## config.mk

```make
export PLATFORM = sky130hd
export DESIGN_NAME = cmac_block_packer
export DESIGN_NICKNAME = d
export VERILOG_FILES = /design/src/rtl/cmac_block_packer.sv
export SDC_FILE = /design/constraint.sdc
export NUM_CORES = 1
export LEC_CHECK = 0
export BUFFER_PORTS_ARGS = -buffer_cell sky130_fd_sc_hd__buf_2
export CORE_MARGIN = 2
export CORE_UTILIZATION = 51
export DETAILED_ROUTE_END_ITERATION = 8
export PLACE_DENSITY_LB_ADDON = 0.05
export REMOVE_ABC_BUFFERS = 1
export SYNTH_ARGS = -nofsm -noshare
export SYNTH_HDL_FRONTEND = slang
export SYNTH_SLANG_ARGS = --single-unit
```

## constraint.sdc

```tcl
create_clock -name CLK -period 1.6 [get_ports CLK]
set_clock_uncertainty 0.05 [all_clocks]
set_input_delay 0.32 -clock CLK [delete_from_list [all_inputs] [get_ports CLK]]
set_output_delay 0.32 -clock CLK [all_outputs]
set_load 0.01 [all_outputs]
```

## src/rtl/cmac_block_packer.sv

```systemverilog
// Packs a 32-bit valid/ready word stream into 128-bit CMAC blocks and sequences key/block loads.
// Optional CMAC_PACKER_BYTE_SWAP_EN: byte-reverse each input word before packing.
module cmac_block_packer (
  input  logic         CLK,
  input  logic         Rst_n,
  input  logic         key_start,
  input  logic [31:0]  s_data,
  input  logic         s_valid,
  input  logic         s_last,
  input  logic [2:0]   s_bytes,
  output logic         s_ready,
  output logic         cm_ld_Key,
  output logic         cm_ld_Block,
  output logic         cm_Last_Block,
  output logic [7:0]   cm_Last_Block_Len,
  output logic [127:0] cm_TextIn,
  input  logic         cm_Done,
  output logic         key_loaded,
  output logic         mac_valid,
  output logic         busy
);

  typedef enum logic [1:0] {IDLE, KEY_WAIT, BLK_WAIT} state_t;

  state_t         state_q, state_d;
  logic [127:0]   asm_data_q, asm_data_d;
  logic [1:0]     asm_idx_q, asm_idx_d;
  logic [4:0]     asm_bytes_q, asm_bytes_d;
  logic           asm_closed_q, asm_closed_d;
  logic           asm_last_q, asm_last_d;
  logic           s_ready_q, s_ready_d;
  logic           hold_valid_q, hold_valid_d;
  logic [127:0]   text_q, text_d;
  logic           last_blk_q, last_blk_d;
  logic [7:0]     len_q, len_d;
  logic           ld_key_q, ld_key_d;
  logic           ld_block_q, ld_block_d;
  logic           key_loaded_q, key_loaded_d;
  logic           mac_valid_q, mac_valid_d;
  logic           busy_q, busy_d;
  logic           done_q, done_d;

  logic [31:0]    word_sw, word_m;
  logic [2:0]     nb;
  logic           accept, move, done_fall;

  assign nb = !s_last ? 3'd4 : ((s_bytes > 3'd4) ? 3'd4 : s_bytes);

  genvar gi;
  generate
    for (gi = 0; gi < 4; gi++) begin : g_lane
`ifdef CMAC_PACKER_BYTE_SWAP_EN
      assign word_sw[31-8*gi -: 8] = s_data[8*gi +: 8];
`else
      assign word_sw[31-8*gi -: 8] = s_data[31-8*gi -: 8];
`endif
      // Bytes past the valid count are zeroed; the core applies padding itself.
      assign word_m[31-8*gi -: 8] = (nb > 3'(gi)) ? word_sw[31-8*gi -: 8] : 8'h00;
    end
  endgenerate

  always_comb begin
    accept    = s_valid & s_ready_q;
    move      = asm_closed_q & ~hold_valid_q;
    done_fall = done_q & ~cm_Done;

    state_d      = state_q;
    asm_data_d   = asm_data_q;
    asm_idx_d    = asm_idx_q;
    asm_bytes_d  = asm_bytes_q;
    asm_closed_d = asm_closed_q;
    asm_last_d   = asm_last_q;
    hold_valid_d = hold_valid_q;
    text_d       = text_q;
    last_blk_d   = last_blk_q;
    len_d        = len_q;
    key_loaded_d = key_loaded_q;
    ld_key_d     = 1'b0;
    ld_block_d   = 1'b0;
    mac_valid_d  = 1'b0;
    done_d       = cm_Done;

    if (move) begin
      hold_valid_d = 1'b1;
      text_d       = asm_data_q;
      last_blk_d   = asm_last_q;
      len_d        = {asm_bytes_q, 3'b000};
      asm_data_d   = '0;
      asm_idx_d    = 2'd0;
      asm_bytes_d  = 5'd0;
      asm_closed_d = 1'b0;
      asm_last_d   = 1'b0;
    end else if (accept) begin
      for (int i = 0; i < 4; i++) begin
        if (asm_idx_q == 2'(i)) asm_data_d[127-32*i -: 32] = word_m;
      end
      asm_bytes_d = asm_bytes_q + {2'b00, nb};
      asm_last_d  = s_last;
      if (s_last || asm_idx_q == 2'd3) asm_closed_d = 1'b1;
      else                             asm_idx_d    = asm_idx_q + 2'd1;
    end

    s_ready_d = ~asm_closed_d;

    case (state_q)
      IDLE: begin
        // A block landing in hold this edge may be loaded on the same edge.
        if (key_loaded_q && (hold_valid_q || move)) begin
          state_d    = BLK_WAIT;
          ld_block_d = 1'b1;
        end else if (key_start && !hold_valid_q && !move) begin
          state_d  = KEY_WAIT;
          ld_key_d = 1'b1;
        end
      end
      KEY_WAIT: begin
        if (done_fall) begin
          state_d      = IDLE;
          key_loaded_d = 1'b1;
        end
      end
      BLK_WAIT: begin
        if (done_fall) begin
          state_d      = IDLE;
          hold_valid_d = 1'b0;
          mac_valid_d  = last_blk_q;
        end
      end
      default: state_d = IDLE;
    endcase

    busy_d = (state_d != IDLE);
  end

  always_ff @(posedge CLK or negedge Rst_n) begin
    if (!Rst_n) begin
      state_q      <= IDLE;
      asm_data_q   <= '0;
      asm_idx_q    <= 2'd0;
      asm_bytes_q  <= 5'd0;
      asm_closed_q <= 1'b0;
      asm_last_q   <= 1'b0;
      s_ready_q    <= 1'b0;
      hold_valid_q <= 1'b0;
      text_q       <= '0;
      last_blk_q   <= 1'b0;
      len_q        <= 8'd0;
      ld_key_q     <= 1'b0;
      ld_block_q   <= 1'b0;
      key_loaded_q <= 1'b0;
      mac_valid_q  <= 1'b0;
      busy_q       <= 1'b0;
      done_q       <= 1'b0;
    end else begin
      state_q      <= state_d;
      asm_data_q   <= asm_data_d;
      asm_idx_q    <= asm_idx_d;
      asm_bytes_q  <= asm_bytes_d;
      asm_closed_q <= asm_closed_d;
      asm_last_q   <= asm_last_d;
      s_ready_q    <= s_ready_d;
      hold_valid_q <= hold_valid_d;
      text_q       <= text_d;
      last_blk_q   <= last_blk_d;
      len_q        <= len_d;
      ld_key_q     <= ld_key_d;
      ld_block_q   <= ld_block_d;
      key_loaded_q <= key_loaded_d;
      mac_valid_q  <= mac_valid_d;
      busy_q       <= busy_d;
      done_q       <= done_d;
    end
  end

  assign s_ready           = s_ready_q;
  assign cm_ld_Key         = ld_key_q;
  assign cm_ld_Block       = ld_block_q;
  assign cm_Last_Block     = last_blk_q;
  assign cm_Last_Block_Len = len_q;
  assign cm_TextIn         = text_q;
  assign key_loaded        = key_loaded_q;
  assign mac_valid         = mac_valid_q;
  assign busy              = busy_q;

endmodule

```

== After elaboration in Yosys (flattened, before gate mapping) ==
Index checks and enable logic that the tools add are counted.
W data, S select, Z words.

* Output and inout bits: 143
* Logic and storage cells: 97
* Register bits after elaboration: 281
* Input bits: 41

* Order comparisons: 5
* $add $sub $neg: 2
* Muxes and demuxes: 36
* Reductions and logical operators: 22
* Bitwise gates (word level): 6
* Eq/ne operators: 6

{| class="wikitable"
|+ Operators with widths
! operator !! number
|-
| $mux W128 || 2
|-
| $mux W32 || 4
|-
| $mux W8 || 4
|-
| $mux W1 || 15
|-
| $mux W2 || 6
|-
| $reduce_and A2 Y1 || 6
|-
| $reduce_bool A2 Y1 || 6
|-
| $mux W5 || 2
|-
| $eq A2 B2 Y1 const B || 3
|-
| $gt A3 B1 Y1 const B || 2
|-
| $gt A3 B2 Y1 const B || 2
|-
| $mux W3 || 2
|-
| $add A5 B3 Y5 || 1
|-
| $eq A2 B1 Y1 const B || 2
|-
| $logic_not A2 Y1 || 2
|-
| $pmux W2 S2 || 1
|-
| $and A1 B1 Y1 || 3
|-
| $gt A3 B3 Y1 const B || 1
|-
| $logic_and A1 B1 Y1 || 3
|-
| $not A1 Y1 || 3
|-
| $add A2 B1 Y2 const B || 1
|-
| $logic_not A1 Y1 || 2
|-
| $logic_or A1 B1 Y1 || 2
|-
| $ne A2 B2 Y1 const B || 1
|-
| $reduce_or A2 Y1 || 1
|}

== Depth between registers and ports, before layout ==
Gate-level depths: netlist (run 1).

* Depth in word-level cells: 8
* Depth in mapped cells: 11

== Worst setup path before layout (run 1) ==
OpenSTA, ideal clock, no wires.

* Path type: input to register
* Start: input port s_bytes[2]
* End: register asm_bytes_q[4]
* Path slack: -601 ps
* Stages on the path: 11
* Arrival time: 2,030 ps
* Data required time: 1,429 ps
* Library setup time: 121 ps
* Path through: and2b_4 -> clkinv_1 -> buf_2 -> nor2_1 -> ha_1 -> inv_1 -> fa_1 -> nor2b_1 -> o211ai_1 -> xor2_1 -> nor2_1

* Cells in the longest elaborated chain, start to end: 6

{| class="wikitable"
|+ Ends and longest elaborated chain
! element !! RTL line !! source
|-
| from (decl) || 10 || <nowiki>input logic [2:0] s_bytes,</nowiki>
|-
| $gt A3 B3 Y1 || 47 || <nowiki>assign nb = !s_last ? 3'd4 : ((s_bytes > 3'd4) ? 3'd4 : s_bytes);</nowiki>
|-
| $mux W3 (*) (2 in series) || 47 ||
|-
| $add A5 B3 Y5 (*) || 97 || <nowiki>asm_bytes_d = asm_bytes_q + {2'b00, nb};</nowiki>
|-
| $mux W5 (*) || 93 || <nowiki>end else if (accept) begin</nowiki>
|-
| $mux W5 (*) || 83 || <nowiki>if (move) begin</nowiki>
|-
| to (signal assigned) || 158 || <nowiki>asm_bytes_q <= asm_bytes_d;</nowiki>
|-
| to (decl) || 28 || <nowiki>logic [4:0] asm_bytes_q, asm_bytes_d;</nowiki>
|}

Every way passes the cells marked *; elsewhere a longest branch is shown, timed or not. The select of a mux whose other input is x is not followed.
A chain may end at the register's enable or synchronous reset.

== Worst setup path in the final report (run 1) ==
* Start: register asm_bytes_q[0]
* End: register asm_bytes_q[4]

* Cells in the longest elaborated chain, start to end: 3

{| class="wikitable"
|+ Ends and longest elaborated chain
! element !! RTL line
|-
| $add A5 B3 Y5 || 97
|-
| $mux W5 || 93
|-
| $mux W5 || 83
|}

No other way between the ends. The select of a mux whose other input is x is not followed.

==> impl_metrics.env, run 1 <==
export IMPL_syn_inst=1164
export IMPL_num_rows=54
export IMPL_cts_sinks=281
export IMPL_crit_path_cell_trace="ha_2 > inv_1 > fa_2 > nor2b_2 > o211ai_1 > xor2_1 > nor2_1"
export IMPL_grt_max_degree=67
export IMPL_area_growth_pct=21.1
export IMPL_hp_class="input pin to flop"
export IMPL_maxSlewViolCount=0
export IMPL_setup_viol=0
export IMPL_worst_slack_ps=71.7
export IMPL_drive_above_1_share_pct=20.8
export IMPL_die_y_um=152
export IMPL_max_cap_violations=0
export IMPL_max_stage_delay_ps=350
export IMPL_reg2regPathDepth=7
export IMPL_cp_slowest_cell="dfrtp_1"
export IMPL_ir_worst_vdd_mv=1.08
export IMPL_required_ps=1970
export IMPL_h_tree_depth=1
export IMPL_clkTransAtPathRegs_ps=60
export IMPL_antenna_found_initial=1
export IMPL_cts_buffers=30
export IMPL_dr_pass1_iters=5
export IMPL_initial_utilization_pct=51.6
export IMPL_clock_latency_ps=540
export IMPL_finalCritPeriodShare_pct=95.5
export IMPL_synth_avg_cell_area_um2=9.62
export IMPL_synth_top_area_cell="dfrtp_1"
export IMPL_seqPwrFrac_pct=44.0
export IMPL_timing_fmax_mhz=654
export IMPL_p_leak_nw=7.34
export IMPL_ys_seq_area_share_pct=62.8
export IMPL_final_instance_count_excl_fill=1641
export IMPL_io_pins=184
export IMPL_dp_slack_ps=-498
export IMPL_dp_cells=1581
export IMPL_worstHoldPathCells=3
export IMPL_min_period_ps=1530
export IMPL_yosys_warnings=0
export IMPL_p_int_mw=17.3
export IMPL_num_vias=8371
export IMPL_hpwlAfterDp_mm=16.2
export IMPL_syn_area_mm2=0.0112
export IMPL_drt_first_iter_violations=426
export IMPL_coreArea_mm2=0.0217
export IMPL_grt_pass1_wl_mm=43.2
export IMPL_clk_path_buf_depth=3
export IMPL_drc=0
export IMPL_final_cell_mix="463 x nand2_1, 280 x dfrtp_1, 179 x buf_2"
export IMPL_worst_setup_path_type="flop to flop"
export IMPL_switchingPower_mw=8.78
export IMPL_antenna_left=0
export IMPL_grt_overflow=0
export IMPL_p_sw_share_pct=33.7
export IMPL_synth_distinct_cells=36
export IMPL_route_detailed_wl_per_inst_um=15.7
export IMPL_cts_root_buf="clkbuf_16"
export IMPL_synth_top_area_share_pct=62.8
export IMPL_layout_commonest_cell="nand2_1"
export IMPL_grt_setup_unrepaired="true"
export IMPL_wirelength_mm=25.8
export IMPL_cp_arrival_ps=1900
export IMPL_antenna_cells=0
export IMPL_synthTopCellsByArea="dfrtp_1 63%, nand2_1 16%, nand3_1 5.8%"
export IMPL_endpoint_kind="flop"
export IMPL_grt_pass1_vias=8210
export IMPL_io_buffers=180
export IMPL_timing_hold_violations_final=0
export IMPL_viasPerCell=5.10
export IMPL_track_usage_pct=22.4
export IMPL_cts_tree="done"
export IMPL_p_per_area_mw_per_mm2=1920
export IMPL_clock_power_share_pct=26.9
export IMPL_cp_max_fo=2
export IMPL_fin_nets=1392
export IMPL_cp_start_kind="flop"
export IMPL_gp_congestion=0.774
export IMPL_die_w_um=152
export IMPL_p_comb_share_pct=29.0
export IMPL_power_mw=26.1
export IMPL_status="complete, no violations"
export IMPL_synth_seq_cells=281
export IMPL_die_area_mm2=0.0231
export IMPL_finalSetupTns_ps=0
## kinds of logic (layout without fill, tap and decap cells)
| group | after synthesis | after routing | share of synthesized area (%) |
|---|---|---|---|
| and+or+nand+nor | 627 | 628 | 23.1 |
| AOI/OAI and AO/OA | 148 | 148 | 7.23 |
| DFF | 281 | 281 | 62.8 |
| xor gates and xnor gates | 3 | 3 | 0.235 |
| buffers and inverters | 92 | 286 | 5.19 |
| adders and majority gates | 12 | 12 | 1.41 |
| other | 1 | 3 | 0.0335 |
## worst max-delay path: cells and delay by family (launching register included)
kind                     cells  cell delay (ps)
adder cells (fa/ha/maj)      2              530
flip-flops                   1              350
AND/OR/NAND/NOR              2              190
XOR/XNOR                     1              140
AO/OA/AOI/OAI                1              100
buffers and inverters        1               50
## power groups by stage
stage	logic, mW	registers [mW]	clock network [mW]
3_3_place_gp	7.42	11.5	0
2_1_floorplan	3.77	12.0	0
6_report	7.57	11.5	7.02
5_1_grt	8.59	11.9	7.50
3_5_place_dp	7.62	11.6	0
4_1_cts	7.68	11.5	7.17
## flip-flops by register name, indices dropped and copies added (netlist names), 2 cells and up
name,cells
state_q,2
cm_TextIn,128
asm_idx_q,2
asm_bytes_q,5
asm_data_q,128
cm_Last_Block_Len,5
## metrics by stage
| stage | utilization [%] | hold slack, ps | cell area, um2 |
|---|---|---|---|
| detailed placement | 57.5 | 311 | 12500 |
| CTS | 62.4 | 0.179 | 13500 |
| global placement | 57.5 | 316 | 12500 |
| finish | 62.5 | 10.9 | 13600 |
| global route | 62.5 | 5.50 | 13600 |
| floorplan | - | -25.6 | 10700 |
## synthesized netlist by cell type
cell / number
nand2_1: 464
o31a_1: 1
nand2b_1: 2
a31oi_4: 1
o211ai_1: 1
nand3_1: 129
clkinv_1: 1
or2_1: 1
o21ai_0: 4
xor2_1: 1
a21oi_1: 39
buf_4: 6
a32oi_1: 1
nor3_1: 4
a221oi_2: 1
and3_1: 6
conb_1: 1
nand2_4: 1
inv_1: 11
nand2_2: 3
a21oi_4: 2
a211oi_1: 2
xnor2_1: 2
dfrtp_1: 281
o21ai_1: 94
buf_6: 21
and2_4: 1
a21o_1: 2
ha_1: 11
clkbuf_1: 4
nor2b_1: 3
and2b_4: 2
fa_1: 1
nor2_1: 11
buf_1: 5
buf_2: 44
## repair_timing
| item | in CTS | in global routing |
|---|---|---|
| resized for setup | 1 | 6 |
| hold buffers | 3 | 0 |
| endpoints found under the setup margin | 1 | 10 |
| setup buffers | 1 | 1 |
| gates cloned | 0 | 1 |
| hold endpoints to repair | 283 | 0 |
## worst paths after layout
kind | startpoint | to | slack [ps]
min in group asynchronous | Rst_n | cm_TextIn[110]$_DFFE_PN0N_ | 340
hold / removal | s_data[5] | asm_data_q[5]$_DFFE_PN0P_ | 10
hold reg to reg | asm_data_q[81]$_DFFE_PN0P_ | cm_TextIn[81]$_DFFE_PN0N_ | 410
max in group asynchronous | Rst_n | asm_data_q[52]$_DFFE_PN0P_ | 810
setup reg to reg | asm_bytes_q[0]$_DFFE_PN0P_ | asm_bytes_q[4]$_DFFE_PN0P_ | 70
setup / recovery | asm_bytes_q[0]$_DFFE_PN0P_ | asm_bytes_q[4]$_DFFE_PN0P_ | 70
## cell type report
cell class                 count  area (um2)
clock buffer                  44         885
multi-input combinational    794        3610
sequential                   281        7030
tap                          280         350
timing repair buffer         220        1490
fill                        1916        8140
clock inverter                10         130
inverter                      12        45.0
## metal layers
metal	global-route usage [%]	vias up	routed length (um)	part of all wire, %
met5	0	-	13	0.050
met4	4.27	2	314	1.2
met3	4.07	29	1340	5.2
met2	35.2	195	12000	46
met1	33.4	4019	12200	47
li1	-	4126	-	-
Power figures use the tool's default switching activity.
==> run 2: changes to the inputs <==
--- a/config.mk
+++ b/config.mk
@@ -7,7 +7,7 @@
 export LEC_CHECK = 0
 export BUFFER_PORTS_ARGS = -buffer_cell sky130_fd_sc_hd__buf_2
 export CORE_MARGIN = 2
-export CORE_UTILIZATION = 51
+export CORE_UTILIZATION = 30
 export DETAILED_ROUTE_END_ITERATION = 8
 export PLACE_DENSITY_LB_ADDON = 0.05
 export REMOVE_ABC_BUFFERS = 1
==> run 2 against run 1 <==
Flip-flop and latch count unchanged. Routed wire length up 18%. First-iteration DRC count down 21%. Hold slack better by 36 ps. Critical endpoint unchanged. Largest power group unchanged. Power up 4.0%. Non-clock buffer count up 24.
==> impl_metrics.env, run 2 (synthesis gave the netlist of run 1 again) <==
export IMPL_area_growth_pct=26.4
export IMPL_multi_input_area_mm2=0.00361
export IMPL_route_detailed_wl_per_inst_um=16.4
export IMPL_cp_max_fo=2
export IMPL_drc=0
export IMPL_hpwlAfterDp_mm=20.0
export IMPL_clk_path_buf_depth=3
export IMPL_coreArea_mm2=0.0367
export IMPL_grt_pass1_wl_mm=48.8
export IMPL_timing_fmax_mhz=644
export IMPL_cts_buffers=34
export IMPL_status="complete, no violations"
export IMPL_ir_worst_vdd_mv=0.836
export IMPL_post_cts_buffers=0
export IMPL_register_area_mm2=0.00703
export IMPL_track_usage_pct=15.9
export IMPL_layout_commonest_cell="nand2_1"
export IMPL_h_tree_depth=2
export IMPL_viasPerCell=4.50
export IMPL_antenna_left=0
export IMPL_cp_arrival_ps=1870
export IMPL_io_pins=184
export IMPL_min_period_ps=1550
export IMPL_clkTransAtPathRegs_ps=60
export IMPL_grt_setup_unrepaired="true"
export IMPL_grt_overflow=0
export IMPL_power_mw=27.1
export IMPL_setup_viol=0
export IMPL_drive_above_1_share_pct=22.8
export IMPL_io_buffers=180
export IMPL_hp_class="input pin to flop"
export IMPL_initial_utilization_pct=30.5
export IMPL_finalCritPeriodShare_pct=97.1
export IMPL_worst_setup_path_type="flop to flop"
export IMPL_utilization_pct=38.6
export IMPL_fillers=3768
export IMPL_die_w_um=197
export IMPL_fin_nets=1419
export IMPL_cts_root_buf="clkbuf_16"
export IMPL_endpoint_kind="flop"
export IMPL_final_cell_mix="464 x nand2_1, 281 x dfrtp_1, 179 x buf_2"
export IMPL_maxSlewViolCount=0
export IMPL_timing_hold_violations_final=0
export IMPL_num_rows=70
export IMPL_dr_pass1_iters=4
export IMPL_antenna_found_initial=0
export IMPL_gp_congestion=0.717
export IMPL_cts_sinks=281
export IMPL_cts_tree="done"
export IMPL_required_ps=1920
export IMPL_die_area_mm2=0.0389
export IMPL_max_cap_violations=0
export IMPL_num_vias=8350
export IMPL_cp_start_kind="flop"
export IMPL_p_per_area_mw_per_mm2=1920
export IMPL_grt_pass1_vias=8665
export IMPL_clock_latency_ps=510
export IMPL_die_y_um=197
export IMPL_wirelength_mm=30.4
export IMPL_p_leak_nw=7.54
export IMPL_antenna_cells=0
export IMPL_drt_first_iter_violations=337
export IMPL_grt_max_degree=71
## run 2: cell types whose count changed in the layout (fill, tap and decap cells not counted), sizes merged
cell	change
buf	+25
clkinvlp	-2
bufinv	-2
clkbuf	+4
and2b	-1
dlygate4sd3	-1
clkinv	+3
## run 2: path summary, 6_finish.rpt
path | startpoint | to | slack (ps) | cells past startpoint
hold reg to reg | asm_data_q[54]$_DFFE_PN0P_ | cm_TextIn[54]$_DFFE_PN0N_ | 410 | 2
setup reg to reg | asm_bytes_q[0]$_DFFE_PN0P_ | asm_bytes_q[4]$_DFFE_PN0P_ | 50 | 7
min in group asynchronous | Rst_n | cm_TextIn[17]$_DFFE_PN0N_ | 260 | 2
max in group asynchronous | Rst_n | asm_data_q[26]$_DFFE_PN0P_ | 630 | 3
hold / removal | s_data[3] | asm_data_q[3]$_DFFE_PN0P_ | 50 | 3
setup / recovery | asm_bytes_q[0]$_DFFE_PN0P_ | asm_bytes_q[4]$_DFFE_PN0P_ | 50 | 7
## run 2: final cells by class
type	count	share of cell area (%)
clock inverter	9	0.495
tap	468	4.14
sequential	281	49.7
timing repair buffer	244	12.5
multi-input combinational	793	25.5
clock buffer	48	7.33
inverter	12	0.318
## run 2: through the flow
stage          area [um2]  setup slack (ps)  hold slack [ps]  TNS [ps]  std cells
3_5_place_dp        13000              -512              195     -1520       1796
6_report            14200              46.8             47.3         0       1855
4_1_cts             14100              14.7             19.2         0       1855
2_1_floorplan       10700             -3320            -25.6   -765440       1086
5_1_grt             14200             -62.7             35.4     -62.7       1855
3_3_place_gp        13000              -494              193     -1450       1796
## run 2: timing repair
action                                  in CTS  in global routing
hold buffers                                 2                  0
endpoints found under the setup margin       1                 11
gates resized for setup                      2                  7
endpoints found under the hold margin       55                  0
pin swaps                                    1                  3
## run 2: layer usage
metal  GRT usage, %  part of all wire, %
met4           4.09                  1.8
met3           3.19                  4.3
met2           24.8                   45
met1           22.7                   49
met5              0                    0
## run 2: where the power goes
part | switching [mW] | leakage (nW) | internal (mW)
combinational | 4.66 | 3.25 | 3.33
clock | 2.96 | 0.556 | 4.65
sequential | 1.57 | 3.74 | 9.94
## run 2: worst max-delay path: stages, from the launching register on
cell and delay [ps]:
dfrtp_1 350, ha_2 190, inv_2 40, fa_2 340, nor2b_2 140, o211ai_1 110, xor2_1 160, nor2_1 50
